`src/rtl/tlk2711_rd_dma_arb.sv`:
```
`default_nettype none
// ============================================================================
// Module   : tlk2711_rd_dma_arb
// Purpose  : Shares one tlk2711_dma read engine between NUM_CH TX lanes.
//            Round-robin command arbitration with one command in flight,
//            zero-latency routing of the returned read stream to the granted
//            lane, per-lane completion pulses and a stall watchdog that
//            aborts the transfer and drains the rest of the burst.
// Ports    : clk / rst            clock, asynchronous active-high reset
//            i_soft_rst           synchronous abort of all activity
//            i_ch_cmd_*/o_ch_cmd_ack  per-lane command request channel
//            o_cmd_req/o_cmd_data/i_cmd_ack  command port to the DMA
//            i_dma_*/o_dma_ready  read stream from the DMA
//            o_ch_valid/last/data, i_ch_ready  per-lane read stream
//            o_ch_done, o_timeout, o_busy, o_grant_id  status
// Revision : 1.0  initial release
// ============================================================================
module tlk2711_rd_dma_arb #(
    parameter int                    NUM_CH     = 4,
    parameter int                    ADDR_WIDTH = 48,
    parameter int                    DLEN_WIDTH = 16,
    parameter int                    DATA_WIDTH = 64,
    parameter int                    TO_WIDTH   = 16,
    parameter logic [TO_WIDTH-1:0]   TO_CYCLES  = 16'd4096,
    localparam int                   c_cmd_w    = DLEN_WIDTH + ADDR_WIDTH,
    localparam int                   c_gw       = $clog2(NUM_CH)
) (
    input  logic                       clk,
    input  logic                       rst,
    input  logic                       i_soft_rst,
    input  logic [NUM_CH-1:0]          i_ch_cmd_req,
    input  logic [NUM_CH*c_cmd_w-1:0]  i_ch_cmd_data,
    output logic [NUM_CH-1:0]          o_ch_cmd_ack,
    output logic                       o_cmd_req,
    output logic [c_cmd_w-1:0]         o_cmd_data,
    input  logic                       i_cmd_ack,
    input  logic                       i_dma_valid,
    input  logic                       i_dma_last,
    input  logic [DATA_WIDTH-1:0]      i_dma_data,
    output logic                       o_dma_ready,
    output logic [NUM_CH-1:0]          o_ch_valid,
    output logic                       o_ch_last,
    output logic [DATA_WIDTH-1:0]      o_ch_data,
    input  logic [NUM_CH-1:0]          i_ch_ready,
    output logic [NUM_CH-1:0]          o_ch_done,
    output logic                       o_timeout,
    output logic                       o_busy,
    output logic [c_gw-1:0]            o_grant_id
);

    localparam logic [1:0] c_st_idle  = 2'd0;
    localparam logic [1:0] c_st_cmd   = 2'd1;
    localparam logic [1:0] c_st_xfer  = 2'd2;
    localparam logic [1:0] c_st_drain = 2'd3;

    localparam logic [c_gw:0]   c_num_ch  = (c_gw+1)'(NUM_CH);
    localparam logic [c_gw-1:0] c_last_ch = c_gw'(NUM_CH - 1);

    logic [1:0]              r_state;
    logic [1:0]              w_state_nx;
    logic [c_gw-1:0]         r_ptr;
    logic [c_gw-1:0]         r_grant;
    logic [c_cmd_w-1:0]      r_cmd_data;
    logic [TO_WIDTH-1:0]     r_cnt;
    logic [NUM_CH-1:0]       r_done;
    logic                    r_timeout;

    logic [2*NUM_CH-1:0]     w_req_rot;
    logic [c_gw-1:0]         w_off;
    logic [c_gw:0]           w_sum;
    logic [c_gw-1:0]         w_pick;
    logic [c_gw-1:0]         w_ptr_nx;
    logic                    w_wd_en;
    logic                    w_wd_hit;
    logic                    w_progress;
    logic                    w_to_fire;
    logic                    w_done_fire;
    logic [NUM_CH-1:0]       w_ch_cmd_ack;
    logic [NUM_CH-1:0]       w_ch_valid;
    logic                    w_dma_ready;

    // Rotate the request vector so that bit 0 corresponds to the lane at the
    // round-robin pointer; the first set bit is then the offset from ptr.
    assign w_req_rot = {i_ch_cmd_req, i_ch_cmd_req} >> r_ptr;

    always_comb begin
        w_off = '0;
        for (int j = NUM_CH - 1; j >= 0; j--) begin
            if (w_req_rot[j]) begin
                w_off = c_gw'(j);
            end
        end
        w_sum  = {1'b0, r_ptr} + {1'b0, w_off};
        w_pick = (w_sum >= c_num_ch) ? c_gw'(w_sum - c_num_ch) : c_gw'(w_sum);
    end

    assign w_ptr_nx = (r_grant == c_last_ch) ? '0 : r_grant + 1'b1;

    assign w_wd_en  = (TO_CYCLES != '0);
    assign w_wd_hit = w_wd_en && (r_cnt == TO_CYCLES - 1'b1);

    always_comb begin
        w_state_nx   = r_state;
        w_ch_cmd_ack = '0;
        w_ch_valid   = '0;
        w_dma_ready  = 1'b0;
        w_progress   = 1'b0;
        w_to_fire    = 1'b0;
        w_done_fire  = 1'b0;
        case (r_state)
            c_st_idle: begin
                if (|i_ch_cmd_req) begin
                    w_state_nx = c_st_cmd;
                end
            end
            c_st_cmd: begin
                // An ack and a watchdog expiry in the same cycle: the ack wins.
                if (i_cmd_ack) begin
                    w_ch_cmd_ack[r_grant] = 1'b1;
                    w_progress            = 1'b1;
                    w_state_nx            = c_st_xfer;
                end else if (w_wd_hit) begin
                    w_to_fire  = 1'b1;
                    w_state_nx = c_st_idle;
                end
            end
            c_st_xfer: begin
                w_dma_ready         = i_ch_ready[r_grant];
                w_ch_valid[r_grant] = i_dma_valid;
                if (i_dma_valid && i_ch_ready[r_grant]) begin
                    w_progress = 1'b1;
                    if (i_dma_last) begin
                        w_done_fire = 1'b1;
                        w_state_nx  = c_st_idle;
                    end
                end else if (w_wd_hit) begin
                    w_to_fire  = 1'b1;
                    w_state_nx = c_st_drain;
                end
            end
            default: begin
                // Drain: sink the remainder of an aborted burst.
                w_dma_ready = 1'b1;
                if (i_dma_valid && i_dma_last) begin
                    w_state_nx = c_st_idle;
                end
            end
        endcase
    end

    always_ff @(posedge clk or posedge rst) begin
        if (rst) begin
            r_state    <= c_st_idle;
            r_ptr      <= '0;
            r_grant    <= '0;
            r_cmd_data <= '0;
            r_cnt      <= '0;
            r_done     <= '0;
            r_timeout  <= 1'b0;
        end else if (i_soft_rst) begin
            r_state    <= c_st_idle;
            r_ptr      <= '0;
            r_grant    <= '0;
            r_cmd_data <= '0;
            r_cnt      <= '0;
            r_done     <= '0;
            r_timeout  <= 1'b0;
        end else begin
            r_state   <= w_state_nx;
            r_timeout <= w_to_fire;
            r_done    <= '0;
            if (w_done_fire) begin
                r_done[r_grant] <= 1'b1;
            end
            if (r_state == c_st_idle && (|i_ch_cmd_req)) begin
                r_grant    <= w_pick;
                r_cmd_data <= i_ch_cmd_data[int'(w_pick)*c_cmd_w +: c_cmd_w];
            end
            // The pointer moves past the granted lane once its command is
            // accepted, and also on an abort so a stalled lane loses priority.
            if ((r_state == c_st_cmd && i_cmd_ack) || w_to_fire) begin
                r_ptr <= w_ptr_nx;
            end
            // Counter restarts on every state change and every bit of progress.
            if (!w_wd_en || w_progress || (w_state_nx != r_state)) begin
                r_cnt <= '0;
            end else if (r_state == c_st_cmd || r_state == c_st_xfer) begin
                r_cnt <= r_cnt + 1'b1;
            end else begin
                r_cnt <= '0;
            end
        end
    end

    assign o_ch_cmd_ack = w_ch_cmd_ack;
    assign o_cmd_req    = (r_state == c_st_cmd);
    assign o_cmd_data   = r_cmd_data;
    assign o_dma_ready  = w_dma_ready;
    assign o_ch_valid   = w_ch_valid;
    // Broadcast data is forced to zero outside XFER so idle outputs stay quiet.
    assign o_ch_last    = (r_state == c_st_xfer) ? i_dma_last : 1'b0;
    assign o_ch_data    = (r_state == c_st_xfer) ? i_dma_data : '0;
    assign o_ch_done    = r_done;
    assign o_timeout    = r_timeout;
    assign o_busy       = (r_state != c_st_idle);
    assign o_grant_id   = r_grant;

endmodule
`default_nettype wire
```
`config.mk`:
```
export PLATFORM = sky130hd
export DESIGN_NAME = tlk2711_rd_dma_arb
export DESIGN_NICKNAME = d
export VERILOG_FILES = /design/src/rtl/tlk2711_rd_dma_arb.sv
export SDC_FILE = /design/constraint.sdc
export NUM_CORES = 1
export LEC_CHECK = 0
export CORE_AREA = 10 10 179 181
export CTS_BUF_LIST = sky130_fd_sc_hd__clkbuf_4 sky130_fd_sc_hd__clkbuf_8
export DETAILED_ROUTE_END_ITERATION = 10
export DIE_AREA = 0 0 189 191
export GPL_TIMING_DRIVEN = 0
export PLACE_DENSITY = 0.58
export SETUP_SLACK_MARGIN = 0.2
export SLEW_MARGIN = 15
export SYNTH_ARGS = -nofsm -noshare
export SYNTH_HDL_FRONTEND = slang
export SYNTH_SLANG_ARGS = --single-unit
export TNS_END_PERCENT = 10
```
`constraint.sdc`:
```
create_clock -name clk -period 3.7 [get_ports clk]
set_input_delay 0.555 -clock clk [delete_from_list [all_inputs] [get_ports clk]]
set_output_delay 0.555 -clock clk [all_outputs]
set_load 0.005 [all_outputs]
```
# --- Word-level counts from Yosys, hierarchy flattened ---
# Index checks and enable logic that the tools add are counted.
# Widths: inputs -> output; s select.
word_totals:
  mem_bits_rw: 0
  rom_bits: 0
  register_bits: 91
  latch_bits: 0
  memories: 0
  out_inout_bits: 147
  inputBits: 334
  word_cells: 83
classes:
  shift: 2
  n_eq_ne: 5
  n_addsub: 4
  n_reduce_logical: 14
  div_mod_pow: 0
  multipliers: 0
  magnitude_cmp: 3
  mux: 47
  n_bitwise: 1
op_table:
  columns: ["cell", "count"]
  rows:
  - ["$shiftx 256x9->64", 1]
  - ["$mux 64", 3]
  - ["$mux 16", 3]
  - ["$mux 2", 18]
  - ["$mux 4", 5]
  - ["$add 16x1->16 const B", 1]
  - ["$eq 16x12->1 const B", 1]
  - ["$mux 1", 12]
  - ["$shr 8x2->4", 1]
  - ["$pmux 1 s2", 3]
  - ["$pmux 2 s3", 1]
  - ["$reduce_bool 2->1", 3]
  - ["$logic_and 1x1->1", 5]
  - ["$and 4x4->4", 1]
  - ["$eq 2x2->1 const B", 2]
  - ["$reduce_or 4->1", 1]
  - ["$add 2x2->3", 1]
  - ["$ge 3x3->1 const B", 1]
  - ["$logic_or 1x1->1", 3]
  - ["$lt 2x3->1 const B", 1]
  - ["$add 2x1->2 const B", 1]
  - ["$bmux 1 s2", 1]
  - ["$demux 1 s2", 1]
  - ["$eq 2x1->1 const B", 1]
  - ["5 further kinds", 5]

# --- Logic depth before layout (Yosys ltp) ---
# Gate-level depths: netlist (run 1).
depth:
  depth_word: 11
  mapped_depth: 11
  ltp_nobuf: 8

# --- Worst setup path before layout (run 1) ---
# OpenSTA, ideal clock, no wires.
synth_timing:
  kind: "register -> register"
  from: "register r_ptr[0]"
  to: "register r_cmd_data[11] (netlist: o_cmd_data[11])"
  stages_incl_launch_ff: 9
  n_path_buf: 3
  arrival_time_ns: 2.778
  setup_time_ns: 0.118
  required_time_ns: 3.582
  synth_period_minus_slack_ns: 2.896
  setup_slack_ns: 0.804
  cell_sequence: "dfrtp_1 clkbuf_1 or4_1 o2111ai_1 ha_1 buf_2 clkbuf_1 mux4_2 a21o_1"
synth_between:
  elab_chain_len: 11
  word_cells_on_any_way: 12
  cone_classes: "2 x add/sub; 1 x order compare; 2 x shift; 7 x mux"
synth_rtl:
  columns: ["item", "line_no", "rtl"]
  rows:
  - ["start, declared", "61", "logic [c_gw-1:0] r_ptr;"]
  - ["start signal, assigned", "182", "r_ptr <= w_ptr_nx;"]
  - ["$shr 8x2->4", "84", "assign w_req_rot = {i_ch_cmd_req, i_ch_cmd_req} >> r_ptr;"]
  - ["$mux 2 (4 in a row)", "89", "if (w_req_rot[j]) begin"]
  - ["$add 2x2->3 (*)", "93", "w_sum = {1'b0, r_ptr} + {1'b0, w_off};"]
  - ["$ge 3x3->1 or $sub 2x1->2 (tied branches)", "94", "w_pick = (w_sum >= c_num_ch) ? c_gw'(w_sum - c_num_ch) : c_gw'(w_sum);"]
  - ["$mux 2 (*)", "94", null]
  - ["$shiftx 256x9->64 (*)", "177", "r_cmd_data <= i_ch_cmd_data[int'(w_pick)*c_cmd_w +: c_cmd_w];"]
  - ["$mux 64 (*)", "175", "if (r_state == c_st_idle && (|i_ch_cmd_req)) begin"]
  - ["$mux 64 (*)", "160", "end else if (i_soft_rst) begin"]
  - ["end signal, assigned", "177", null]
  - ["end, declared", "63", "logic [c_cmd_w-1:0] r_cmd_data;"]
# Mark *: on every way between the ends. The rest lies on a longest branch, timed or not. The select of a mux whose other input is x is not followed.
# A chain may end at the register's enable or synchronous reset.

# --- Worst setup path in the final report (run 1) ---
layout_timing:
  from: "input port i_ch_cmd_req[2]"
  to: "register r_cmd_data[43] (netlist: o_cmd_data[43])"
layout_between:
  elab_chain_len: 11
  word_cells_on_any_way: 15
  cone_classes: "2 x add/sub; 1 x order compare; 2 x shift; 7 x mux; 3 x reduce/logical"
layout_rtl:
  columns: ["item", "line_no", "rtl"]
  rows:
  - ["start, declared", "31", "input logic [NUM_CH-1:0] i_ch_cmd_req,"]
  - ["$shr 8x2->4", "84", null]
  - ["$mux 2 (4 in a row)", "89", null]
  - ["$add 2x2->3", "93", null]
  - ["$ge 3x3->1 or $sub 2x1->2 (tied branches)", "94", null]
  - ["$mux 2", "94", null]
  - ["$shiftx 256x9->64", "177", null]
  - ["$mux 64", "175", null]
  - ["$mux 64", "160", null]
# Parallel ways exist; a longest one is shown, timed or not. The select of a mux whose other input is x is not followed.

==> results_dict.tcl, run 1 <==
set metrics [dict create \
    clock_skew_ns 0.01438 \
    synth_most_common_cell "dfrtp_1" \
    crit_path_end_kind "flop" \
    ys_types 50 \
    track_usage 0.1896 \
    gp_congestion 0.8230 \
    grt_pass1_wl_mm 52.30 \
    clkSlewWorstSetupHoldPaths_ns 0.11 \
    startpoint_type "input port" \
    wl_per_cell_um 23.09 \
    grt_max_degree 56 \
    place_ws_ns -0.4700 \
    numCtsBuffers 9 \
    cp_max_fo 10 \
    post_cts_buffers 0 \
    syn2layout_area_growth_pct 84.07 \
    vias 7335 \
    overflow 0 \
    syn_area_mm2 0.006575 \
    cts_tree "done" \
    fp.dieH_um 191 \
    cts_root_buf "clkbuf_8" \
    path_cells "clkdlybuf4s50_1 -> nand2b_1 -> o22ai_1 -> nand2_1 -> o2111ai_1 -> ha_1 -> buf_2 -> clkbuf_1 -> mux2_2 -> nand3_1 -> o311ai_0" \
    ys_seq_area_frac 0.3463 \
    synthTopCellsByArea "dfrtp_1 35%, mux2_2 7.7%, mux2i_1 7.2%" \
    ff2ff_setup_slack_ns 0.39 \
    max_stage_delay_ns 0.76 \
    routed_wl_mm 35.56 \
    syn_inst 660 \
    cp_slowest_cell "clkbuf_1" \
    rr_endpoint "o_cmd_data[43]$_DFFE_PP0P_" \
    cp_num_buf_inv 3 \
    fillers 2827 \
    hold_end "r_cnt[0]$_DFF_PP0_" \
    worst-path-stages 11 \
    synth_seq_cells 91 \
    fin_crit_ns 3.451 \
    io_buffer_count 479 \
    cts.sinks 91 \
    coreArea_mm2 0.02847 \
    totalPowerFinal_w 0.003804 \
    yosys.area.top_type "dfrtp_1" \
    setup_violations 0 \
    max-clock-path-buffers 2 \
    fp.dieW_um 189 \
    nets 1495 \
    grt_pass1_vias 8202 \
    ir_worst_vdd_v 0.0001403 \
    worstPathRequired_ns 3.93 \
    vias_per_cell 4.763 \
    async_reset_ff_frac 1.000 \
    hold-worst-slack_ns 0.4801 \
    p_leak_nw 4.700 \
    maxCapViolCount 0 \
    firstDrtPassIters 5 \
    r2r_cells 9 \
    drc_errors 0 \
    tightest_slew_ns 1.068 \
    crit_type "input port to flop" \
    syn_nets 1004 \
    power_density_mw_per_mm2 314.3 \
    rr_startpoint "r_ptr[0]$_DFFE_PP0P_" \
    fin_ws_ns 0.2485 \
    drt.antenna.violating_nets 0 \
    avgSynthCellArea_um2 9.962 \
    insertedDiodeCount 0 \
    synth_warnings 0 \
    tns_ns 0 \
    clock_latency_ns 0.38 \
    slew_viol_final 0 \
    path_delay_family "buffers and inverters" \
    io_pins 481 \
    synth_top_area_share 0.3463 \
    initial_core_util 0.2309 \
    yosys_most_used_dff "dfrtp_1" \
    fin_crit_sh 0.9328 \
    synth_common_cells "91 x dfrtp_1, 69 x and2_1, 52 x nand3_1, 51 x clkbuf_1, 47 x mux2i_1" \
    drive_gt1_frac 0.08478 \
    slew_headroom 0.2857 \
    status "complete, no violations" \
    dpl.hpwl_mm 29.93 \
    hp-class "flop to flop" \
    finalHoldViolations 0 \
    antenna_found_initial 0 \
    grt_setup_unrepaired "yes" \
    dieArea_mm2 0.03610 \
    h-tree-depth 3 \
    synth-edff-count 0 \
    timing.fmax_mhz 289.7 \
    worstHoldStart "r_cnt[0]$_DFF_PP0_" \
    crit_arrival_ns 3.68 \
    fp-row-count 62 \
    cts_hold_buf 0 \
    first_iter_violations 425 \
    whs_path_depth 1 \
]
-- logic make-up after synthesis --
logic type	Yosys count	synth area share
XOR/XNOR	16	0.02131
adder cells (fa/ha/maj)	10	0.01903
flip-flops	91	0.3463
buffers and inverters	71	0.04320
multiplexers	112	0.2171
AND/OR/NAND/NOR	268	0.2392
AO/OA/AOI/OAI	92	0.1138
-- per-layer routing --
| layer | part of all wire | track usage | vias up |
|---|---|---|---|
| met3 | 0.084 | 0.06469 | 28 |
| met4 | 0.018 | 0.04823 | 0 |
| met5 | 0 | 0 | - |
| li1 | - | - | 3436 |
| met2 | 0.51 | 0.3436 | 332 |
| met1 | 0.39 | 0.2076 | 3539 |
-- cells in the final DEF, fill, tap and decap left out, types with 4 or more instances in the layout --
cell,synthesis,layout
clkdlybuf4s50_1,0,479
dfrtp_1,91,91
and2_1,69,69
nand3_1,52,52
clkbuf_1,51,48
mux2i_1,47,47
nand3b_1,45,45
mux2_2,45,45
o311ai_0,36,36
nor2_1,27,27
nand2_1,22,22
nor3b_1,21,21
mux4_2,20,20
a21o_1,20,20
and3_1,11,11
inv_1,11,10
ha_1,10,10
clkbuf_8,0,10
xor2_1,9,9
o311ai_1,9,9
nor3_1,8,8
xnor2_1,7,6
buf_2,5,5
a21oi_1,5,5
nand4_1,4,4
-- worst max path at each step --
stage	from	endpoint	slack, ns
after global placement	rst	o_cmd_data[50]$_DFFE_PP0P_	-0.98
after global routing	i_ch_cmd_req[3]	o_cmd_data[43]$_DFFE_PP0P_	0.07
after detailed placement	i_ch_cmd_req[3]	o_cmd_data[29]$_DFFE_PP0P_	-0.47
after floorplan	rst	o_ch_done[0]$_DFF_PP0_	0.78
final	i_ch_cmd_req[2]	o_cmd_data[43]$_DFFE_PP0P_	0.25
after CTS	r_state[0]$_DFF_PP0_	o_ch_valid[3]	0.07
-- where the power goes --
group          internal (W)  switching, W  total, W
Combinational       0.00103      0.000804   0.00183
Sequential          0.00113     0.0000903   0.00122
Clock              0.000337      0.000410  0.000748
Total               0.00250       0.00130   0.00380
-- registers in the layout, indices dropped and copies added, names as in the netlist --
register / cells
r_ptr: 2
o_grant_id: 2
o_cmd_data: 64
r_state: 2
o_timeout: 1
r_cnt: 16
o_ch_done: 4
-- repair_timing --
action | CTS | global route
resized for setup | 1 | 5
pin swaps | 0 | 0
cloned | 0 | 0
endpoints found under the setup margin | 57 | 42
-- cell type report --
cell class / instances / area, um^2 / area share
Buffer: 60 / 246.5 / 0.02037
Clock buffer: 10 / 137.6 / 0.01137
Clock inverter: 6 / 71.32 / 0.005893
Inverter: 11 / 46.29 / 0.003825
Multi-Input combinational cell: 498 / 4021 / 0.3323
Sequential cell: 91 / 2277 / 0.1882
Tap cell: 384 / 480.5 / 0.03970
Timing Repair Buffer: 480 / 4822 / 0.3984
-- worst register-to-register path: stages (launching register included) --
cell and delay [ns]:
dfrtp_1 0.39, clkbuf_1 0.20, or4_1 0.55, o2111ai_1 0.13, ha_1 0.18, buf_2 0.32, clkbuf_1 0.77, mux2_2 0.43
nand3_1 0.08, o311ai_0 0.14
-- metrics by stage --
stage,cell area (um^2),std cells,util
4_1_cts,12090,1540,0.4248
3_5_place_dp,11880,1524,0.4174
3_3_place_gp,11850,1523,0.4162
2_1_floorplan,6575,660,-
6_report,12100,1540,0.4251
5_1_grt,12100,1540,0.4251
(Power assumes the default switching activity.)
==> run 2: changes to the inputs <==
- ABC_AREA: default -> 1
- CORE_AREA: 10 10 179 181 -> 10 10 178 180
- DIE_AREA: 0 0 189 191 -> 0 0 188 190
- PLACE_DENSITY: 0.58 -> 0.61
==> results_dict.tcl, run 2 <==
set metrics [dict create \
    cp_num_buf_inv 6 \
    synthTopCellsByArea "dfrtp_1 31%, mux2i_1 18%, nand2_1 16%" \
    max_stage_delay_ns 0.59 \
    final_cell_mix "480 x clkdlybuf4s50_1, 318 x nand2_1, 128 x mux2i_1" \
    async_reset_ff_frac 1.000 \
    worstPathRequired_ns 3.98 \
    rr_endpoint "o_cmd_data[62]$_DFFE_PP0P_" \
    wl_per_cell_um 18.84 \
    synth_top_area_share 0.3146 \
    antenna_found_initial 0 \
    path_cells "clkdlybuf4s50_1 -> inv_1 -> o21ai_1 -> o21ai_2 -> inv_1 -> nand2_1 -> a21boi_0 -> ha_1 -> clkbuf_1 -> buf_2 -> clkbuf_1 -> mux2i_1 -> nand3_2 -> nand3_1 -> nand2_1" \
    syn2layout_area_growth_pct 76.37 \
    yosys_most_used_dff "dfrtp_1" \
    overflow 0 \
    largest_register_ffs 64 \
    totalPowerFinal_w 0.008600 \
    ff2ff_setup_slack_ns 0.50 \
    finalHoldViolations 0 \
    slew_viol_final 0 \
    fp.dieH_um 190 \
    routed_wl_mm 34.82 \
    grt_pass1_vias 8509 \
    clock_latency_ns 0.38 \
    tns_ns 0 \
    path_delay_family "buffers and inverters" \
    grt_setup_unrepaired "yes" \
    max-clock-path-buffers 2 \
    dieArea_mm2 0.03572 \
    gp_congestion 0.8260 \
    crit_arrival_ns 3.62 \
    cts.sinks 91 \
    ys_seq_area_frac 0.3146 \
    drive_gt1_frac 0.08811 \
    syn_area_mm2 0.007238 \
    grt_max_degree 49 \
    fin_crit_ns 3.341 \
    syn_nets 1311 \
    hp-class "flop to flop" \
    worstHoldStart "o_cmd_data[34]$_DFFE_PP0P_" \
    synth-edff-count 0 \
    drc_errors 0 \
    synth_common_cells "318 x nand2_1, 128 x mux2i_1, 104 x inv_1, 103 x nand3_1, 91 x dfrtp_1" \
    slew_headroom 0.4737 \
    synth_most_common_cell "nand2_1" \
    setup_violations 0 \
    grt_pass1_wl_mm 51.75 \
    synth_seq_cells 91 \
    ys_types 35 \
    dpl.hpwl_mm 29.85 \
    vias 8139 \
    crit_path_end_kind "flop" \
    power_density_mw_per_mm2 673.7 \
    cts_root_buf "clkbuf_8" \
    initial_core_util 0.2563 \
    io_pins 481 \
    cp_max_fo 10 \
    status "complete, no violations" \
    syn_inst 967 \
    p_leak_nw 6.151 \
    first_iter_violations 294 \
    synth_warnings 0 \
    h-tree-depth 3 \
    clock_skew_ns 0.01572 \
    post_cts_buffers 0 \
    firstDrtPassIters 4 \
    io_buffer_count 480 \
    avgSynthCellArea_um2 7.485 \
    fp.dieW_um 188 \
    rr_startpoint "r_ptr[0]$_DFFE_PP0P_" \
    maxCapViolCount 0 \
    worst-path-stages 15 \
    track_usage 0.1863 \
    yosys.area.top_type "dfrtp_1" \
    insertedDiodeCount 0 \
    cp-startpoint "i_ch_cmd_req[3]" \
    numCtsBuffers 9 \
    vias_per_cell 4.404 \
    fin_crit_sh 0.9028 \
    cts_tree "done" \
    timing.fmax_mhz 299.4 \
    crit_type "input port to flop" \
    drt.antenna.violating_nets 0 \
    hold_end "o_cmd_data[34]$_DFFE_PP0P_" \
    layout_commonest_cell "clkdlybuf4s50_1" \
    clkSlewWorstSetupHoldPaths_ns 0.10 \
    coreArea_mm2 0.02824 \
    r2r_cells 13 \
    cp_slowest_cell "clkbuf_1" \
    whs_path_depth 2 \
    nets 1803 \
    tightest_slew_ns 0.7895 \
    fp-row-count 62 \
    ir_worst_vdd_v 0.0003094 \
    startpoint_type "input port" \
]
## run 2: worst max path at each step
stage                                      end  slack (ns)
global placement    o_cmd_data[36]$_DFFE_PP0P_       -0.95
floorplan               o_ch_done[0]$_DFF_PP0_        0.78
CTS                              o_ch_data[58]        0.23
finish              o_cmd_data[62]$_DFFE_PP0P_        0.36
global route        o_cmd_data[62]$_DFFE_PP0P_        0.13
detailed placement  o_cmd_data[37]$_DFFE_PP0P_       -0.37
## run 2: worst register-to-register path, delay by kind of cell, from the launching register on
| family | cells | cell delay (ns) |
|---|---|---|
| AO/OA/AOI/OAI | 3 | 0.44 |
| multiplexers | 1 | 0.42 |
| buffers and inverters | 4 | 1.14 |
| AND/OR/NAND/NOR | 4 | 0.28 |
| adder cells (fa/ha/maj) | 1 | 0.28 |
| flip-flops | 1 | 0.52 |
## run 2: kinds of logic after synthesis
kind of cell,after synthesis,synth area share
AOI/OAI and AO/OA,32,0.02697
xor gates and xnor gates,3,0.003631
adders and majority gates,10,0.01729
buffers and inverters,168,0.1115
DFF,91,0.3146
muxes,128,0.1770
and+or+nand+nor,535,0.3490
## run 2: what timing repair did
| item | CTS | global route |
|---|---|---|
| setup endpoints to repair | 40 | 47 |
| hold buffers | 0 | 0 |
| gates resized for setup | 4 | 9 |
| hold endpoints to repair | 0 | 0 |
| cloned | 0 | 0 |
## run 2: through the flow
stage | hold slack, ns | setup WS (ns) | instances | cell area [um^2] | util
after floorplan | 0.4726 | 0.7814 | 967 | 7238 | -
after global placement | 0.4623 | -0.9454 | 1831 | 12520 | 0.4435
after detailed placement | 0.4640 | -0.3656 | 1832 | 12560 | 0.4447
after CTS | 0.4906 | 0.2338 | 1848 | 12760 | 0.4519
after global routing | 0.5069 | 0.1263 | 1848 | 12770 | 0.4521
final | 0.4864 | 0.3595 | 1848 | 12770 | 0.4521
## run 2: area by class of cell
class / instances / area, um^2
Fill cell: 2893 / 15470
Timing Repair Buffer: 481 / 4832
Multi-Input combinational cell: 708 / 4154
Sequential cell: 91 / 2277
Tap cell: 384 / 480.5
Inverter: 109 / 414.1
Buffer: 59 / 407.9
Clock buffer: 9 / 123.9
Clock inverter: 7 / 76.32
## run 2: metal layers
| metal | part of all wire | track usage | vias up | wire length, um |
|---|---|---|---|---|
| met3 | 0.079 | 0.06591 | 21 | 2768 |
| met1 | 0.39 | 0.1987 | 3713 | 13540 |
| met2 | 0.52 | 0.3495 | 321 | 18200 |
| met5 | 0 | 0 | - | 0 |
| li1 | - | - | 4084 | - |
| met4 | 0.0091 | 0.03077 | 0 | 316 |
## run 2: power breakdown
part           switching (W)  internal (W)  total, W
combinational        0.00349       0.00298   0.00648
sequential          0.000167       0.00126   0.00142
clock               0.000427      0.000271  0.000698
total                0.00409       0.00451   0.00860
==> run 3: changes to the inputs <==
--- a/config.mk
+++ b/config.mk
@@ -13,2 +13,3 @@
 export GPL_TIMING_DRIVEN = 0
+export HOLD_SLACK_MARGIN = 0.06
 export PLACE_DENSITY = 0.61
--- a/constraint.sdc
+++ b/constraint.sdc
@@ -3,2 +3,2 @@
 set_output_delay 0.555 -clock clk [all_outputs]
-set_load 0.005 [all_outputs]
+set_load 0.05 [all_outputs]
==> results_dict.tcl, run 3 (same netlist as run 2, synthesis figures left out) <==
set metrics [dict create \
    status "complete, no violations" \
    fillers 2915 \
    p_int_w 0.004482 \
    clock_latency_ns 0.38 \
    dpl.hpwl_mm 29.85 \
    startpoint_type "flop" \
    cts_tree "done" \
    layout_commonest_cell "clkdlybuf4s50_1" \
    grt_pass1_wl_mm 51.71 \
    p_seq_frac 0.148 \
    totalPowerFinal_w 0.009614 \
    path_cells "inv_1 -> ha_1 -> clkbuf_1 -> clkbuf_2 -> clkbuf_1 -> nand2_1 -> inv_1 -> clkdlybuf4s15_1" \
    crit_arrival_ns 2.81 \
    switching_share 0.5339 \
    antenna_found_initial 0 \
    vias_per_cell 4.427 \
    p_sw_w 0.005133 \
    initial_core_util 0.2563 \
    ir_worst_vdd_v 0.0003241 \
    finalHoldViolations 0 \
    drt.antenna.violating_nets 0 \
    largest_register_ffs 64 \
    max_stage_delay_ns 0.51 \
    post_cts_buffers 0 \
    io_buffer_count 480 \
    firstDrtPassIters 5 \
    tns_ns 0 \
    insertedDiodeCount 0 \
    syn2layout_area_growth_pct 75.73 \
    h-tree-depth 3 \
    fp-row-count 62 \
    cp_max_fo 10 \
    first_iter_violations 307 \
    drc_errors 0 \
    dieArea_mm2 0.03572 \
    cts.sinks 91 \
    timing.fmax_mhz 297.6 \
    coreArea_mm2 0.02824 \
    crit_path_end_kind "output pin" \
    fin_crit_sh 0.9082 \
    vias 8182 \
    overflow 0 \
    fp.dieW_um 188 \
    slew_headroom 0.4818 \
    clockPowerShare 0.073 \
    track_usage 0.1861 \
    clkSlewWorstSetupHoldPaths_ns 0.10 \
    crit_type "flop to output pin" \
    setup_violations 0 \
    gp_congestion 0.8260 \
    grt_pass1_vias 8518 \
    routed_wl_mm 34.80 \
    hp-class "flop to flop" \
    final_cell_mix "436 x clkdlybuf4s50_1, 318 x nand2_1, 128 x mux2i_1" \
    io_pins 481 \
    clock_skew_ns 0.01590 \
    maxCapViolCount 0 \
    drive_gt1_frac 0.08811 \
    p_leak_nw 6.376 \
    numCtsBuffers 9 \
    wl_per_cell_um 18.83 \
    cts_root_buf "clkbuf_8" \
    fp.dieH_um 190 \
    power_density_mw_per_mm2 755.9 \
    worstPathRequired_ns 3.14 \
    power_frac_comb 0.779 \
    nets 1803 \
    grt_setup_unrepaired "yes" \
    grt_max_degree 49 \
    fin_crit_ns 3.360 \
    slew_viol_final 0 \
    max-clock-path-buffers 2 \
    tightest_slew_ns 0.7774 \
    cp_slowest_cell "clkdlybuf4s15_1" \
]
[run 3: changes by cell type in the layout (fill, tap and decap cells not counted), sizes merged]
cell and change:
clkdlybuf4s50 -44, dlymetal6s2s +2, clkdlybuf4s15 +1, dlygate4sd2 +41
[run 3: timing repair]
action	4_1_cts	5_1_grt
gates resized for setup	46	12
hold buffers	0	0
endpoints found under the setup margin	46	71
[run 3: final timing paths]
check / start / endpoint / slack (ns) / depth (start not counted)
setup / recovery: r_state[0]$_DFF_PP0_ / o_ch_data[58] / 0.34 / 8
hold / removal: o_cmd_data[34]$_DFFE_PP0P_ / o_cmd_data[34]$_DFFE_PP0P_ / 0.49 / 2
setup reg to reg: r_ptr[0]$_DFFE_PP0P_ / o_cmd_data[62]$_DFFE_PP0P_ / 0.51 / 13
hold reg to reg: o_cmd_data[34]$_DFFE_PP0P_ / o_cmd_data[34]$_DFFE_PP0P_ / 0.49 / 2
max in group asynchronous: rst / o_cmd_data[23]$_DFFE_PP0P_ / 2.52 / 3
min in group asynchronous: rst / o_cmd_data[53]$_DFFE_PP0P_ / 0.55 / 2
[run 3: layout make-up]
| type | count | area (um^2) | area share |
|---|---|---|---|
| Sequential cell | 91 | 2277 | 0.1790 |
| Multi-Input combinational cell | 708 | 4154 | 0.3266 |
| Timing Repair Buffer | 481 | 4786 | 0.3763 |
| Clock inverter | 7 | 76.32 | 0.006000 |
| Buffer | 59 | 407.9 | 0.03207 |
| Inverter | 109 | 414.1 | 0.03256 |
| Clock buffer | 9 | 123.9 | 0.009738 |
| Tap cell | 384 | 480.5 | 0.03777 |
[run 3: metrics by stage]
step / cells / hold WS [ns] / worst slack [ns] / area, um^2 / util
after floorplan: 967 / 0.5010 / 0.7814 / 7238 / -
after global placement: 1831 / 0.4623 / -0.9454 / 12520 / 0.4435
after detailed placement: 1832 / 0.4640 / -0.3656 / 12560 / 0.4447
after CTS: 1848 / 0.4906 / 0.2097 / 12710 / 0.4501
after global routing: 1848 / 0.5069 / 0.1123 / 12720 / 0.4505
final: 1848 / 0.4864 / 0.3398 / 12720 / 0.4505
[run 3: critical path, delay by kind of cell (launching register included)]
family	cells	cell delay (ns)
buffers and inverters	6	1.66
flip-flops	1	0.45
AND/OR/NAND/NOR	1	0.14
adder cells (fa/ha/maj)	1	0.16
[run 3: metal layers]
layer / GRT usage / vias up / routed length (um) / part of all wire
li1: - / 4085 / - / -
met1: 0.1984 / 3743 / 13480 / 0.39
met2: 0.3496 / 333 / 18220 / 0.52
met3: 0.06536 / 21 / 2799 / 0.080
met4: 0.03077 / 0 / 296 / 0.0085
met5: 0 / - / 0 / 0
[run 3: power by group through the flow]
stage	combinational [W]	clock [W]	sequential, W
after floorplan	0.00453	0	0.00224
after global placement	0.00760	0	0.00144
after detailed placement	0.00763	0	0.00145
after CTS	0.00763	0.000728	0.00143
after global routing	0.00807	0.000765	0.00146
final	0.00749	0.000698	0.00142
